`src/rtl/cr_cddip_supportPKG.sv`:
```
// Shared types and default widths for the CDDIP support-core admission/drain control.
package cr_cddip_supportPKG;

  localparam int CDDIP_CNT_W = 8;
  localparam int CDDIP_TMR_W = 16;

  typedef enum logic [1:0] {
    RUN      = 2'd0,
    DRAIN    = 2'd1,
    QUIESCED = 2'd2,
    TIMEOUT  = 2'd3
  } quiesce_state_e;

endpackage

```
`src/rtl/cddip_inflight_cnt.sv`:
```
// Saturating up/down counter of commands in flight, with a sticky
// flag for any attempt to step past either end of the range.
module cddip_inflight_cnt
  import cr_cddip_supportPKG::*;
#(
  parameter int CNT_W = CDDIP_CNT_W
) (
  input  logic             clk,
  input  logic             rst,
  input  logic             inc,
  input  logic             dec,
  output logic [CNT_W-1:0] cnt,
  output logic [CNT_W-1:0] next_cnt,
  output logic             err
);

  localparam logic [CNT_W-1:0] CNT_MAX = '1;

  logic ovf;
  logic unf;

  // Simultaneous inc and dec cancel, so neither end can be crossed.
  always_comb begin
    next_cnt = cnt;
    ovf      = 1'b0;
    unf      = 1'b0;
    if (inc && !dec) begin
      if (cnt == CNT_MAX) ovf = 1'b1;
      else                next_cnt = cnt + CNT_W'(1);
    end else if (dec && !inc) begin
      if (cnt == '0) unf = 1'b1;
      else           next_cnt = cnt - CNT_W'(1);
    end
  end

  always_ff @(posedge clk or posedge rst) begin
    if (rst) begin
      cnt <= '0;
      err <= 1'b0;
    end else begin
      cnt <= next_cnt;
      if (ovf || unf) err <= 1'b1;
    end
  end

endmodule

```
`src/rtl/cddip_quiesce_ctl.sv`:
```
// Admission throttle and quiesce/drain sequencer for the CDDIP command pipe.
//   state    | meaning
//   RUN      | admission allowed up to the in-flight limit
//   DRAIN    | admission off, waiting for pipe to empty, watchdog running
//   QUIESCED | pipe empty and halted, quiesce_ack high
//   TIMEOUT  | watchdog expired while draining, admission still off
module cddip_quiesce_ctl
  import cr_cddip_supportPKG::*;
#(
  parameter int CNT_W = CDDIP_CNT_W,
  parameter int TMR_W = CDDIP_TMR_W
) (
  input  logic             clk,
  input  logic             rst,
  input  logic [CNT_W-1:0] cfg_max_inflight,
  input  logic [TMR_W-1:0] cfg_drain_timeout,
  input  logic             quiesce_req,
  input  logic             halt_req,
  input  logic             isf_sup_rqe_rx,
  input  logic             osf_sup_cqe_exit,
  input  logic             comp_busy,
  output logic             isf_admit_en,
  output logic             quiesce_ack,
  output logic             drain_timeout_int,
  output logic             cnt_err,
  output logic [1:0]       ctl_state,
  output logic [CNT_W-1:0] inflight_cnt
);

  localparam logic [TMR_W-1:0] TMR_MAX = '1;
  localparam logic [CNT_W-1:0] CNT_MAX = '1;

  quiesce_state_e   state;
  quiesce_state_e   nxt_state;
  logic [TMR_W-1:0] timer;
  logic [TMR_W-1:0] nxt_timer;
  logic [CNT_W-1:0] cnt;
  logic [CNT_W-1:0] nxt_cnt;
  logic [CNT_W-1:0] eff_max;
  logic             any_req;
  logic             drained;
  logic             tmo_hit;
  logic             nxt_tint;

  cddip_inflight_cnt #(
    .CNT_W (CNT_W)
  ) u_inflight_cnt (
    .clk      (clk),
    .rst      (rst),
    .inc      (isf_sup_rqe_rx),
    .dec      (osf_sup_cqe_exit),
    .cnt      (cnt),
    .next_cnt (nxt_cnt),
    .err      (cnt_err)
  );

  assign inflight_cnt = cnt;
  assign ctl_state    = state;
  assign eff_max      = (cfg_max_inflight == '0) ? CNT_MAX : cfg_max_inflight;
  assign any_req      = quiesce_req || halt_req;
  assign drained      = (nxt_cnt == '0) && !comp_busy;
  assign tmo_hit      = (cfg_drain_timeout != '0) &&
                        (timer == (cfg_drain_timeout - TMR_W'(1)));

  always_comb begin
    nxt_state = state;
    nxt_timer = timer;
    nxt_tint  = 1'b0;
    case (state)
      RUN: begin
        if (any_req) begin
          nxt_state = DRAIN;
          nxt_timer = '0;
        end
      end
      DRAIN: begin
        if (timer != TMR_MAX) nxt_timer = timer + TMR_W'(1);
        // An empty pipe beats a watchdog expiry landing in the same cycle.
        if (drained) begin
          nxt_state = QUIESCED;
        end else if (tmo_hit) begin
          nxt_state = TIMEOUT;
          nxt_tint  = 1'b1;
        end else if (!any_req) begin
          nxt_state = RUN;
        end
      end
      QUIESCED: begin
        if (nxt_cnt != '0) begin
          nxt_state = DRAIN;
          nxt_timer = '0;
        end else if (!any_req) begin
          nxt_state = RUN;
        end
      end
      TIMEOUT: begin
        if (drained)       nxt_state = QUIESCED;
        else if (!any_req) nxt_state = RUN;
      end
      default: nxt_state = RUN;
    endcase
  end

  always_ff @(posedge clk or posedge rst) begin
    if (rst) begin
      state             <= RUN;
      timer             <= '0;
      isf_admit_en      <= 1'b0;
      quiesce_ack       <= 1'b0;
      drain_timeout_int <= 1'b0;
    end else begin
      state             <= nxt_state;
      timer             <= nxt_timer;
      isf_admit_en      <= (nxt_state == RUN) && (nxt_cnt < eff_max);
      quiesce_ack       <= (nxt_state == QUIESCED);
      drain_timeout_int <= nxt_tint;
    end
  end

endmodule

```
`config.mk`:
```
export PLATFORM = sky130hd
export DESIGN_NAME = cddip_quiesce_ctl
export DESIGN_NICKNAME = d
export VERILOG_FILES = /design/src/rtl/cr_cddip_supportPKG.sv /design/src/rtl/cddip_inflight_cnt.sv /design/src/rtl/cddip_quiesce_ctl.sv
export SDC_FILE = /design/constraint.sdc
export NUM_CORES = 1
export LEC_CHECK = 0
export ABC_AREA = 1
export ABC_CLOCK_PERIOD_IN_PS = 2900
export CAP_MARGIN = 10
export CORE_ASPECT_RATIO = 0.9
export CORE_MARGIN = 1.5
export CORE_UTILIZATION = 56
export DETAILED_ROUTE_END_ITERATION = 8
export PLACE_DENSITY = 0.82
export SKIP_CTS_REPAIR_TIMING = 1
export SKIP_LAST_GASP = 1
export SLEW_MARGIN = 20
export SYNTH_ARGS = -nofsm -noshare
export SYNTH_HDL_FRONTEND = slang
export SYNTH_SLANG_ARGS = --single-unit
```
`constraint.sdc`:
```
create_clock -name clk -period 2.9 [get_ports clk]
set_input_delay 0.725 -clock clk [delete_from_list [all_inputs] [get_ports clk]]
set_output_delay 0.725 -clock clk [all_outputs]
set_load 0.05 [all_outputs]
```
---- Word level (Yosys, flattened, before mapping) ----
Index checks and enable logic that the tools add are counted.
word-level totals
  flip-flop bits (word level) ............. 30
  input port bits ......................... 31
  logic and storage cells ................. 65
operators by class
  add/sub/neg operators ................... 4
  magnitude comparators ................... 1
  equality and inequality tests ........... 10
  multiplexer cells ....................... 24
  reductions and logical operators ........ 19
operator list
  operator                                             number
  two-way mux 16 bit                                   3
  case mux 16 bit (3 select lines)                     1
  two-way mux 8 bit                                    5
  logical NOT 8 bit                                    3
  adder 16 x 1 -> 16 bit (second input constant)       1
  == test 16 bit                                       1
  != test 16 bit (second input constant)               1
  nonzero test 16 bit                                  1
  subtractor 16 x 1 -> 16 bit (second input constant)  1
  two-way mux 2 bit                                    6
  adder 8 x 1 -> 8 bit (second input constant)         1
  == test 8 bit (second input constant)                1
  less-than comparator 8 bit                           1
  two-way mux 1 bit                                    8
  case mux 2 bit (4 select lines)                      1
  nonzero test 8 bit                                   1
  subtractor 8 x 1 -> 8 bit (second input constant)    1
  == test 2 bit (second input constant)                3
  != test 2 bit (second input constant)                3
  logical AND 1 bit                                    5
  logical NOT 2 bit                                    2
  AND reduction 4 bit                                  1
  logical NOT 1 bit                                    3
  nonzero test 3 bit                                   1
  other kinds (2)                                      3

---- Longest topological paths before layout ----
Gate-level depths: netlist of the first run.
  depth after elaboration ................. 10
  gate-level depth with buffers ........... 20
  mapped depth without buffers ............ 19

---- Hierarchy ----
Synthesis of the first run repeated with hierarchy kept, for this count alone.
unflattened totals
  cell total of the unflattened synthesis .. 468
  area total of the unflattened synthesis .. 2944.1 sq um
by module, submodules not included
  module              instances  cells an instance  area each (sq um)  sequential area each (sq um)
  cddip_quiesce_ctl   1          355                2189.6             525.5
  cddip_inflight_cnt  1          113                754.5              225.2

---- Worst setup path after synthesis of the first run ----
Ideal clock, no wire load.
  path type ............................... register to register
  start ................................... register u_inflight_cnt.cnt[0]
  end ..................................... register timer[11]
  setup time .............................. 0.116 ns
  arrival ................................. 2.315 ns
  slack ................................... 0.469 ns
  cell stages (with the launch flop) ...... 18
  path buffers ............................ 1
  period minus slack after synthesis ...... 2.431 ns
  cell sequence ........................... dfrtp_1 > inv_1 > ha_1 > nand2_1 > nor2_2 > o21ai_0 > nand3_1 > nand2_2 > nand2_2 > nor2_4 > nand2_2 > nand3_2 > nand2_2 > nand2_4 > inv_4 > buf_6 > nand2_1 > nand2_1
on the way
  longest elaborated chain between the ends .. 7
ends and longest elaborated chain
  item                                                                   line                                                RTL
  start: declaration                                                     cddip_inflight_cnt.sv:12                            output logic [CNT_W-1:0] cnt,
  start signal: assignment                                               cddip_inflight_cnt.sv:41                            cnt <= next_cnt;
  subtractor 8 x 1 -> 8 bit / logical NOT 8 bit (equally long branches)  cddip_inflight_cnt.sv:32, cddip_inflight_cnt.sv:31
  two-way mux 8 bit                                                      cddip_inflight_cnt.sv:31                            if (cnt == '0) unf = 1'b1;
  two-way mux 8 bit                                                      cddip_inflight_cnt.sv:30                            end else if (dec && !inc) begin
  two-way mux 8 bit *                                                    cddip_inflight_cnt.sv:27                            if (inc && !dec) begin
  nonzero test 8 bit *                                                   cddip_quiesce_ctl.sv:89                             if (nxt_cnt != '0) begin
  != test 2 bit (no line) *                                              --
  AND reduction 4 bit (no line) *                                        --
  end signal: assignment                                                 cddip_quiesce_ctl.sv:113                            timer <= nxt_timer;
  end: declaration                                                       cddip_quiesce_ctl.sv:35                             logic [TMR_W-1:0] timer;
Every way passes the cells marked *; elsewhere a longest branch is shown, timed or not.
A chain may end at the register's enable or synchronous reset.

---- Worst setup path after layout of the first run ----
  start ................................... input port cfg_drain_timeout[0]
  end ..................................... register isf_admit_en
on the way
  longest elaborated chain between the ends .. 8
ends and longest elaborated chain
  item                               line                      RTL
  start: declaration                 cddip_quiesce_ctl.sv:16   input logic [TMR_W-1:0] cfg_drain_timeout,
  subtractor 16 x 1 -> 16 bit        cddip_quiesce_ctl.sv:63   (timer == (cfg_drain_timeout - TMR_W'(1)));
  == test 16 bit                     cddip_quiesce_ctl.sv:63
  logical AND 1 bit *                cddip_quiesce_ctl.sv:62   assign tmo_hit = (cfg_drain_timeout != '0) &&
  two-way mux 2 bit *                cddip_quiesce_ctl.sv:81   end else if (tmo_hit) begin
  two-way mux 2 bit *                cddip_quiesce_ctl.sv:79   if (drained) begin
  case mux 2 bit (4 select lines) *  cddip_quiesce_ctl.sv:69   case (state)
  logical NOT 2 bit *                cddip_quiesce_ctl.sv:114  isf_admit_en <= (nxt_state == RUN) && (nxt_cnt < eff_max);
  logical AND 1 bit *                cddip_quiesce_ctl.sv:114
  end signal: assignment             cddip_quiesce_ctl.sv:114
  end: declaration                   cddip_quiesce_ctl.sv:22   output logic isf_admit_en,
Marks and branches as above.

==> flow_summary.yaml, run 1 <==
outcome:
  status: "finished, final reports clean"
floorplan:
  die_area_um2: 5890
  core_area_um2: 5255
  initial_core_util: 0.5795
  die_y_um: 72.96
  io_pins: 45
  die_x_um: 80.74
  rows: 25
setup_path:
  arrival_ns: 2.87
  crit_family: "simple AND/OR/NAND/NOR gates"
  path_cells: "clkdlybuf4s50_1 > inv_1 > ha_1 > nand2_1 > inv_1 > nand2_1 > nand2_1 > nand3_1 > nand3_1 > nor3_1 > nand2_1 > nor2_1 > nand2_1 > nand3_1 > nand2_1 > nand2_1 > nor2_1"
  cp.required_ns: 3.08
  start_kind: "primary input"
  slowest_delay_ns: 0.47
  crit_path_max_fanout: 5
  critPathBufInv: 3
  critical_path_class: "in2reg"
  worst-r2r-cell-count: 15
  cp_slowest_cell: "clkdlybuf4s50_1"
  cp.depth: 17
  critical_path.most_common_cell: "nand2_1"
  critPathCaptureType: "flop"
cells_and_area:
  layout_common_cells: "nand2_1, nor2_1, inv_1"
  stdcell_count: 626
  fin_area_um2: 3740
  final_common_cell: "nand2_1"
  area_delta_synth_final_pct: 22.80
  nets: 600
  drive_gt1_frac: 0.09123
  antenna_cells: 0
  final_util: 0.7117
routing:
  ant_nets: 0
  first_iter_violations: 196
  dr.pass1.iters: 5
  wirelength_um: 7792
  wire_per_inst_um: 12.45
  vias: 3237
  avgViaCountPerCell: 5.171
  remaining_drc_errors: 0
cts:
  clkLatencyLatePin_ns: 0.28
  htreeDepth: 2
  cts_sinks: 30
  numCtsBuffers: 5
  clk_pin_slew_ns: 0.07
  clock_path_buffers: 2
  cts_tree: "yes"
  cts-root-buf: "clkbuf_8"
power_and_ir_drop:
  p_seq_frac: 0.266
  pwr-share-clk: 0.166
  leakagePower_nw: 1.861
  p_comb_frac: 0.569
  power_density_nw_per_um2: 651.9
  p_int_mw: 1.232
  p_sw_frac: 0.4946
  peakVddDrop_mv: 0.5753
  switchingPower_mw: 1.206
yosys:
  synthCells: 500
  ys_ff_latch: 30
  netlist_area_um2: 3045
  synth_fp_nets: 542
  yosysSeqAreaShare: 0.2465
  yosysWarnings: 0
  yosys.area.top_type_share: 0.2465
  synth_cell_type_count: 34
  synthTopCellsByArea: "dfrtp_1, nand2_1, nor2_1, nand3_1, inv_1"
  yosysTopAreaCell: "dfrtp_1"
  synth.avg_cell_area_um2: 6.091
global_route:
  grt_pass1_wl_um: 12830
  grt_pass1_vias: 2826
  grt_max_degree: 31
  overflow: 0
  antenna_found_initial: 0
  track_usage: 0.2827
sta:
  rsz0062_at_grt: "false"
  tightest_slew_ns: 0.5151
  setup_viol: 0
  setup_tns_ns: 0
  clock-skew-final_ns: 0.007294
  slew_violations: 0
  max-slew-margin-rel: 0.6540
  max_freq_ghz: 0.3715
  period_needed_ns: 2.692
  min_period_over_period: 0.9283
  hold_violations: 0
placed_design:
  gp_congestion: 0.9315
  dpl.cell_count: 618
  io_buffers: 44
  dpl_cell_area_um2: 3626
  post-dp-hpwl_um: 6350
flow_run:
  cap_violations: 0
hold_path:
  min_path_type: "reg2reg"
  min_delay_path_depth: 1
## synth_stat cells
cell type and count:
nand2_1 158, nor2_1 75, inv_1 62, nand3_1 51
dfrtp_1 30, xor2_1 22, ha_1 11, nor3_1 11
o21ai_0 11, nand2_2 8, o21ai_2 8, a21oi_1 6
nand3b_1 5, xnor2_1 5, clkbuf_1 3, inv_2 3
nand3_2 3, nand4_1 3, nor2_2 3, nor2_4 3
o21ai_1 3, buf_6 2, nor4_1 2, o21bai_1 2
a211oi_1 1, and2_1 1, and3_1 1, inv_4 1
nand2_4 1, nor2b_1 1, o211ai_1 1, o21a_1 1
or2_1 1, or2_2 1
## registers in the layout (all words and copies together) (netlist names)
signal / cells
u_inflight_cnt.cnt: 8
isf_admit_en: 1
drain_timeout_int: 1
ctl_state: 2
timer: 16
u_inflight_cnt.err: 1
quiesce_ack: 1
## through the flow
stage | power [mW] | hold slack (ns) | setup slack (ns)
detailed placement | 2.028 | 0.4675 | -0.02934
floorplan | 1.615 | 0.5140 | 0.4686
global placement | 1.989 | 0.4632 | 0.05844
CTS | 2.442 | 0.4846 | 0.2606
finish | 2.438 | 0.4809 | 0.2080
global route | 2.628 | 0.5071 | 0.02653
## area by class of cell
class                      instances  area, µm²
clock buffer                       5      68.82
clock inverter                     3      40.04
fill                             450       1515
inverter                          66      250.2
multi-input combinational        399       2016
sequential                        30      750.7
tap                               67      83.83
timing repair buffer              56      530.5
## worst paths after layout
path                                            start                  to  slack [ns]
worst max-delay path             cfg_drain_timeout[0]        isf_admit_en        0.21
worst min-delay path               u_inflight_cnt.err  u_inflight_cnt.err        0.48
worst max register to register  u_inflight_cnt.cnt[0]        isf_admit_en        0.49
worst min register to register     u_inflight_cnt.err  u_inflight_cnt.err        0.48
max in group asynchronous                         rst            timer[0]        1.81
min in group asynchronous                         rst        ctl_state[0]        0.81
## power by group through the flow
stage	combinational (mW)	clock, mW	sequential, mW
2_1_floorplan	0.751	0	0.864
3_3_place_gp	1.34	0	0.649
3_5_place_dp	1.38	0	0.650
4_1_cts	1.39	0.412	0.644
5_1_grt	1.54	0.430	0.660
6_report	1.39	0.404	0.648
## kinds of logic (layout without fill, tap and decap cells)
group	after synthesis	after routing	share of synthesized area
and+or+nand+nor	328	328	0.4692
buffers and inverters	71	130	0.09326
AOI/OAI and AO/OA	33	33	0.06820
DFF	30	30	0.2465
xor gates and xnor gates	27	27	0.07765
adders and majority gates	11	11	0.04519
## metal layers
layer  vias up  wire length (µm)  GRT usage
met5         -                 0          0
met4         0                77    0.06322
met3         7               555    0.03375
met2       114              3175     0.4090
met1      1419              3983     0.4468
li1       1697                 -          -
## worst register-to-register path, cell delays in order, from the launching register on
cell	delay (ns)
dfrtp_1	0.42
inv_1	0.12
ha_1	0.17
nand2_1	0.11
nor2_1	0.19
nand3_1	0.10
nand2_1	0.08
nor2_1	0.04
nor2_1	0.18
inv_1	0.12
ha_1	0.30
nand2_1	0.08
nor2_1	0.06
a211oi_1	0.16
nand2_1	0.09
nor2_1	0.11
Note: power is estimated with default switching activity, not from simulation.
==> inputs of run 2 (changes only) <==
--- a/config.mk
+++ b/config.mk
@@ -8,14 +8,16 @@
 export ABC_AREA = 1
 export ABC_CLOCK_PERIOD_IN_PS = 2900
 export CAP_MARGIN = 10
+export CELL_PAD_IN_SITES_DETAIL_PLACEMENT = 0
+export CELL_PAD_IN_SITES_GLOBAL_PLACEMENT = 1
 export CORE_ASPECT_RATIO = 0.9
 export CORE_MARGIN = 1.5
-export CORE_UTILIZATION = 56
+export CORE_UTILIZATION = 38
+export CTS_CLUSTER_SIZE = 16
 export DETAILED_ROUTE_END_ITERATION = 8
-export PLACE_DENSITY = 0.82
+export PLACE_DENSITY_LB_ADDON = 0.1
 export SKIP_CTS_REPAIR_TIMING = 1
 export SKIP_LAST_GASP = 1
-export SLEW_MARGIN = 20
 export SYNTH_ARGS = -nofsm -noshare
 export SYNTH_HDL_FRONTEND = slang
 export SYNTH_SLANG_ARGS = --single-unit
==> run 2 against run 1 <==
  * Combinational power about the same
  * Clock-buffer cell count rose by 1
  * Clock skew fell by 0.00051 ns
  * Setup slack gained 0.046 ns
  * Die area grew 45%
  * Sequential cell count unchanged
  * Non-clock buffer count grew 10
  * Sequential share of layout area fell by 0.59 points
  * Hold slack worse by 0.0063 ns
  * Critical path depth did not move
  * Register-to-register slack better by 0.04 ns
  * First-iteration DRC count is 26% lower
==> flow_summary.yaml, run 2 (same netlist as run 1, synthesis figures left out) <==
outcome:
  status: "finished, final reports clean"
floorplan:
  core_area_um2: 7657
  die_area_um2: 8561
  initial_core_util: 0.3977
  rows: 30
  die_x_um: 97.37
  die_y_um: 87.93
  io_pins: 45
cells_and_area:
  largest_reg_flops: 16
  layout_common_cells: "nand2_1, nor2_1, inv_1"
  nFillCells: 818
  drive_gt1_frac: 0.1107
  final_common_cell: "nand2_1"
  regMostFlops: "timer"
  nets: 610
  area_delta_synth_final_pct: 26.50
  stdcell_count: 665
  antenna_cells: 0
global_route:
  overflow: 0
  grt_max_degree: 31
  antenna_found_initial: 0
  track_usage: 0.2053
  grt_pass1_wl_um: 14120
  grt_pass1_vias: 2944
setup_path:
  crit_path_max_fanout: 4
  crit_family: "simple AND/OR/NAND/NOR gates"
  cp.required_ns: 3.09
  arrival_ns: 2.83
  path_cells: "clkdlybuf4s50_1 > inv_1 > ha_1 > nand2_2 > nor2_4 > buf_4 > nand2_1 > nand3_1 > nand3_1 > nor3_1 > nand2_1 > nor2_1 > nand2_1 > nand3_1 > nand2_1 > nand2_1 > nor2_1"
  critPathCaptureType: "flop"
  critical_path.most_common_cell: "nand2_1"
  start_kind: "primary input"
  critPathBufInv: 3
  critical_path_class: "in2reg"
  slowest_delay_ns: 0.42
  cp_slowest_cell: "clkdlybuf4s50_1"
routing:
  vias: 3206
  wirelength_um: 8504
  ant_nets: 0
  dr.pass1.iters: 4
  remaining_drc_errors: 0
  wire_per_inst_um: 12.79
  avgViaCountPerCell: 4.821
  first_iter_violations: 145
sta:
  tightest_slew_ns: 0.5290
  max-slew-margin-rel: 0.6446
  slew_violations: 0
  setup_viol: 0
  period_needed_ns: 2.646
  max_freq_ghz: 0.3779
  min_period_over_period: 0.9124
  clock-skew-final_ns: 0.006779
  hold_violations: 0
  setup_slack_ns: 0.2540
placed_design:
  dp_slack_ns: -0.08481
  post-dp-hpwl_um: 6897
  gp_congestion: 0.8453
  io_buffers: 44
  dpl.cell_count: 655
cts:
  htreeDepth: 2
  clkLatencyLatePin_ns: 0.29
  cts_tree: "yes"
  cts_sinks: 30
  clk_pin_slew_ns: 0.07
  numCtsBuffers: 5
  clock_path_buffers: 2
  cts-root-buf: "clkbuf_8"
hold_path:
  min_path_type: "reg2reg"
power_and_ir_drop:
  leakagePower_nw: 1.902
  peakVddDrop_mv: 0.3590
  power_density_nw_per_um2: 630.4
flow_run:
  cap_violations: 0
## run 2: cell count changes in the layout (fill, tap and decap cells not counted)
cell,delta
buf_4,+9
buf_12,+1
bufinv_16,-1
clkbuf_8,+1
clkinv_2,-1
clkinvlp_4,+1
inv_1,-1
inv_2,+1
nand2_1,-1
nand2_2,+1
## run 2: per-layer routing
layer	vias up	share of wire	global-route usage
met5	-	0	0
met4	0	0.0074	0.04416
met3	5	0.061	0.02474
met2	71	0.39	0.2986
met1	1421	0.55	0.3218
li1	1709	-	-
## run 2: power breakdown
part	internal [mW]	switching (mW)	total, mW
registers	0.510	0.144	0.654
logic	0.493	0.924	1.42
clock network	0.190	0.167	0.358
## run 2: worst reg2reg max path, cell delays in order (launching register included)
cell	delay (ns)
dfrtp_1	0.43
inv_1	0.14
ha_1	0.18
nand2_1	0.11
nor2_1	0.20
nand3_1	0.09
nand2_1	0.08
nor2_1	0.04
nor2_1	0.17
nand2_1	0.12
nor2_4	0.11
nand2_2	0.07
nand3_2	0.06
nand2_2	0.06
nand2_4	0.14
inv_4	0.12
nand2_1	0.10
o21ai_2	0.05
## run 2: final cells by class
| cell class | instances | area (µm²) | share of cell area |
|---|---|---|---|
| inverters | 66 | 250.2 | 0.06496 |
| multi-input cells | 399 | 2018 | 0.5239 |
| well taps | 96 | 120.1 | 0.03118 |
| repair buffers | 66 | 618.1 | 0.1604 |
| flip-flops and latches | 30 | 750.7 | 0.1949 |
| clock inverters | 2 | 12.51 | 0.003248 |
| clock buffers | 6 | 82.58 | 0.02144 |
## run 2: metrics by stage
stage	TNS, ns	area, µm²	power [mW]	hold slack, ns	utilization
floorplan	0	3045	1.615	0.5140	-
global placement	-0.007317	3735	2.059	0.4626	0.4877
detailed placement	-0.08481	3735	2.075	0.4654	0.4877
CTS	0	3830	2.439	0.4803	0.5002
global route	-0.001747	3852	2.639	0.5075	0.5031
finish	0	3852	2.429	0.4746	0.5031
## run 2: worst paths after layout
check                                           to                  start  slack [ns]  depth (start not counted)
worst min register to register  u_inflight_cnt.err     u_inflight_cnt.err        0.47                          1
max in group asynchronous                 timer[3]                    rst        1.80                          3
worst max register to register            timer[3]  u_inflight_cnt.cnt[0]        0.53                         17
min in group asynchronous              quiesce_ack                    rst        0.81                          3
worst max-delay path                  isf_admit_en   cfg_drain_timeout[0]        0.25                         17
worst min-delay path            u_inflight_cnt.err     u_inflight_cnt.err        0.47                          1
==> inputs of run 3 (changes only) <==
--- a/config.mk
+++ b/config.mk
@@ -20,4 +20,5 @@
 export SKIP_LAST_GASP = 1
 export SYNTH_ARGS = -nofsm -noshare
 export SYNTH_HDL_FRONTEND = slang
+export SYNTH_HIERARCHICAL = 1
 export SYNTH_SLANG_ARGS = --single-unit
==> run 3 against run 2 <==
  * Synthesized cell count shrank 6.4%
  * Cell count shrank 2.0%
  * Global-route usage grew 1.6 points
  * Register-to-register slack lost 0.24 ns
  * Combinational power grew 19%
  * Critical path depth is the same
  * Maximum frequency grew 1.2%
  * Highest routed layer unchanged
==> flow_summary.yaml, run 3 <==
cts:
  numCtsBuffers: 5
  cts-root-buf: "clkbuf_8"
  htreeDepth: 2
  cts_tree: "yes"
  cts_sinks: 30
  clock_path_buffers: 2
  clkLatencyLatePin_ns: 0.28
  clk_pin_slew_ns: 0.07
floorplan:
  die_x_um: 95.78
  die_area_um2: 8285
  initial_core_util: 0.3922
  core_area_um2: 7507
  io_pins: 45
  die_y_um: 86.51
  rows: 30
yosys:
  synth.avg_cell_area_um2: 6.291
  yosysWarnings: 6
  synthCells: 468
  synth-edff-count: 0
  yosysSeqAreaShare: 0.2550
  netlist_area_um2: 2944
  yosysTopAreaCell: "dfrtp_1"
  yosysMostFrequentCell: "nand2_1"
  yosys.area.top_type_share: 0.2550
  async_flop_share: 1.000
  synth_cell_type_count: 35
  ys_top_cells_by_count: "nand2_1, nor2_1, inv_1"
  synth-main-ff-cell: "dfrtp_1"
  ys_ff_latch: 30
  synth_fp_nets: 511
  synthTopCellsByArea: "dfrtp_1, nand2_1, nor2_1, inv_1, nand3_1"
cells_and_area:
  drive_gt1_frac: 0.1888
  final_util: 0.5343
  regMostFlops: "timer"
  layout_common_cells: "nand2_1, nor2_1, inv_1"
  nFillCells: 768
  largest_reg_flops: 16
  area_delta_synth_final_pct: 36.25
  nets: 598
  final_common_cell: "nand2_1"
  antenna_cells: 0
power_and_ir_drop:
  leakagePower_nw: 1.986
  power_mw: 2.766
  power_density_nw_per_um2: 689.6
  peakVddDrop_mv: 0.5549
sta:
  max-slew-margin-rel: 0.6497
  setup_viol: 0
  clock-skew-final_ns: 0.007535
  hold_violations: 0
  max_freq_ghz: 0.3825
  tightest_slew_ns: 0.5239
  slew_violations: 0
  period_needed_ns: 2.614
  min_period_over_period: 0.9015
  rsz0062_at_grt: "false"
setup_path:
  arrival_ns: 2.81
  crit_path_max_fanout: 7
  cp.required_ns: 3.10
  critical_path_class: "reg2reg"
  critPathCaptureType: "flop"
  start_kind: "flop"
placed_design:
  post-dp-hpwl_um: 7288
  io_buffers: 44
  gp_congestion: 0.9250
global_route:
  antenna_found_initial: 0
  grt_pass1_vias: 2888
  overflow: 0
  track_usage: 0.2212
  grt_max_degree: 22
  grt_pass1_wl_um: 14070
routing:
  wirelength_um: 8892
  dr.pass1.iters: 4
  wire_per_inst_um: 13.64
  ant_nets: 0
  avgViaCountPerCell: 4.980
  remaining_drc_errors: 0
  vias: 3247
  first_iter_violations: 127
flow_run:
  cap_violations: 0
outcome:
  status: "finished, final reports clean"
hold_path:
  min_path_type: "reg2reg"
==> run 3: cell types whose count changed in the layout (fill, tap and decap cells not counted), sizes merged, moves of 3 or more <==
cell and change:
a21oi +9, nor3 -3, nand2 -25, buf +16, a211oi +4, o31ai +3
nand3 -10, xor2 -10, nand4 +5
==> run 3: metrics by stage <==
| step | setup WS (ns) | hold slack (ns) | TNS (ns) | instance area [µm²] | std cells |
|---|---|---|---|---|---|
| after floorplan | 0.1463 | 0.5091 | 0 | 2944 | 468 |
| after detailed placement | -0.3255 | 0.4952 | -2.954 | 3747 | 640 |
| after global routing | 0.05453 | 0.5521 | 0 | 4011 | 652 |
| final | 0.2856 | 0.5109 | 0 | 4011 | 652 |
| after CTS | -0.04520 | 0.5139 | -0.1398 | 3857 | 648 |
| after global placement | -0.2610 | 0.5342 | -2.265 | 3747 | 640 |
==> run 3: kinds of logic (layout without fill, tap and decap cells) <==
family          Yosys count  count (layout)  share of synthesized area
buf+inv                  67             155                    0.08712
compound gates           50              50                     0.1003
flops                    30              30                     0.2550
simple gates            294             294                     0.4620
fa+ha+maj                12              12                    0.05100
xor+xnor                 15              15                    0.04463
==> run 3: power by group <==
part	total, mW	leakage (nW)	internal (mW)	switching [mW]
combinational	1.69	1.53	0.671	1.02
clock	0.397	0.0575	0.239	0.158
sequential	0.683	0.398	0.518	0.165
total	2.77	1.99	1.43	1.34
==> run 3: path summary, 6_finish.rpt <==
kind                                             from               endpoint  slack [ns]  cells past startpoint
worst max-delay path            u_inflight_cnt/cnt[1]              timer[10]        0.29                     17
worst min-delay path               u_inflight_cnt/err     u_inflight_cnt/err        0.51                      2
worst max register to register  u_inflight_cnt/cnt[1]              timer[10]        0.29                     17
worst min register to register     u_inflight_cnt/err     u_inflight_cnt/err        0.51                      2
max in group asynchronous                         rst               timer[0]        1.84                      3
min in group asynchronous                         rst  u_inflight_cnt/cnt[4]        0.75                      2
==> run 3: layer usage <==
layer,up-vias,part of all wire,track usage
met2,91,0.41,0.3175
met4,0,0.0081,0.04545
li1,1685,-,-
met5,-,0,0
met1,1464,0.53,0.3498
met3,7,0.050,0.02719
==> run 3: final cells by class <==
type,instances,area [µm²],share of cell area
clock buffer,8,110.1,0.02745
tap,96,120.1,0.02994
timing repair buffer,82,742.0,0.1850
multi-input combinational,371,2044,0.5097
sequential,30,750.7,0.1871
inverter,65,244.0,0.06082
==> run 3: worst max-delay path, cell delays in order, from the launching register on <==
cell and delay [ns]:
dfrtp_1 0.43, inv_1 0.18, ha_1 0.17, nand3_1 0.15, nor2_2 0.17, buf_4 0.13
nand3_1 0.06, nand3_1 0.11, nand2_2 0.07, nor2_1 0.10, nand4_1 0.18, nand3_2 0.14
nand2_2 0.07, nand3_4 0.11, buf_6 0.14, nor2_4 0.05, buf_4 0.14, a211oi_2 0.17
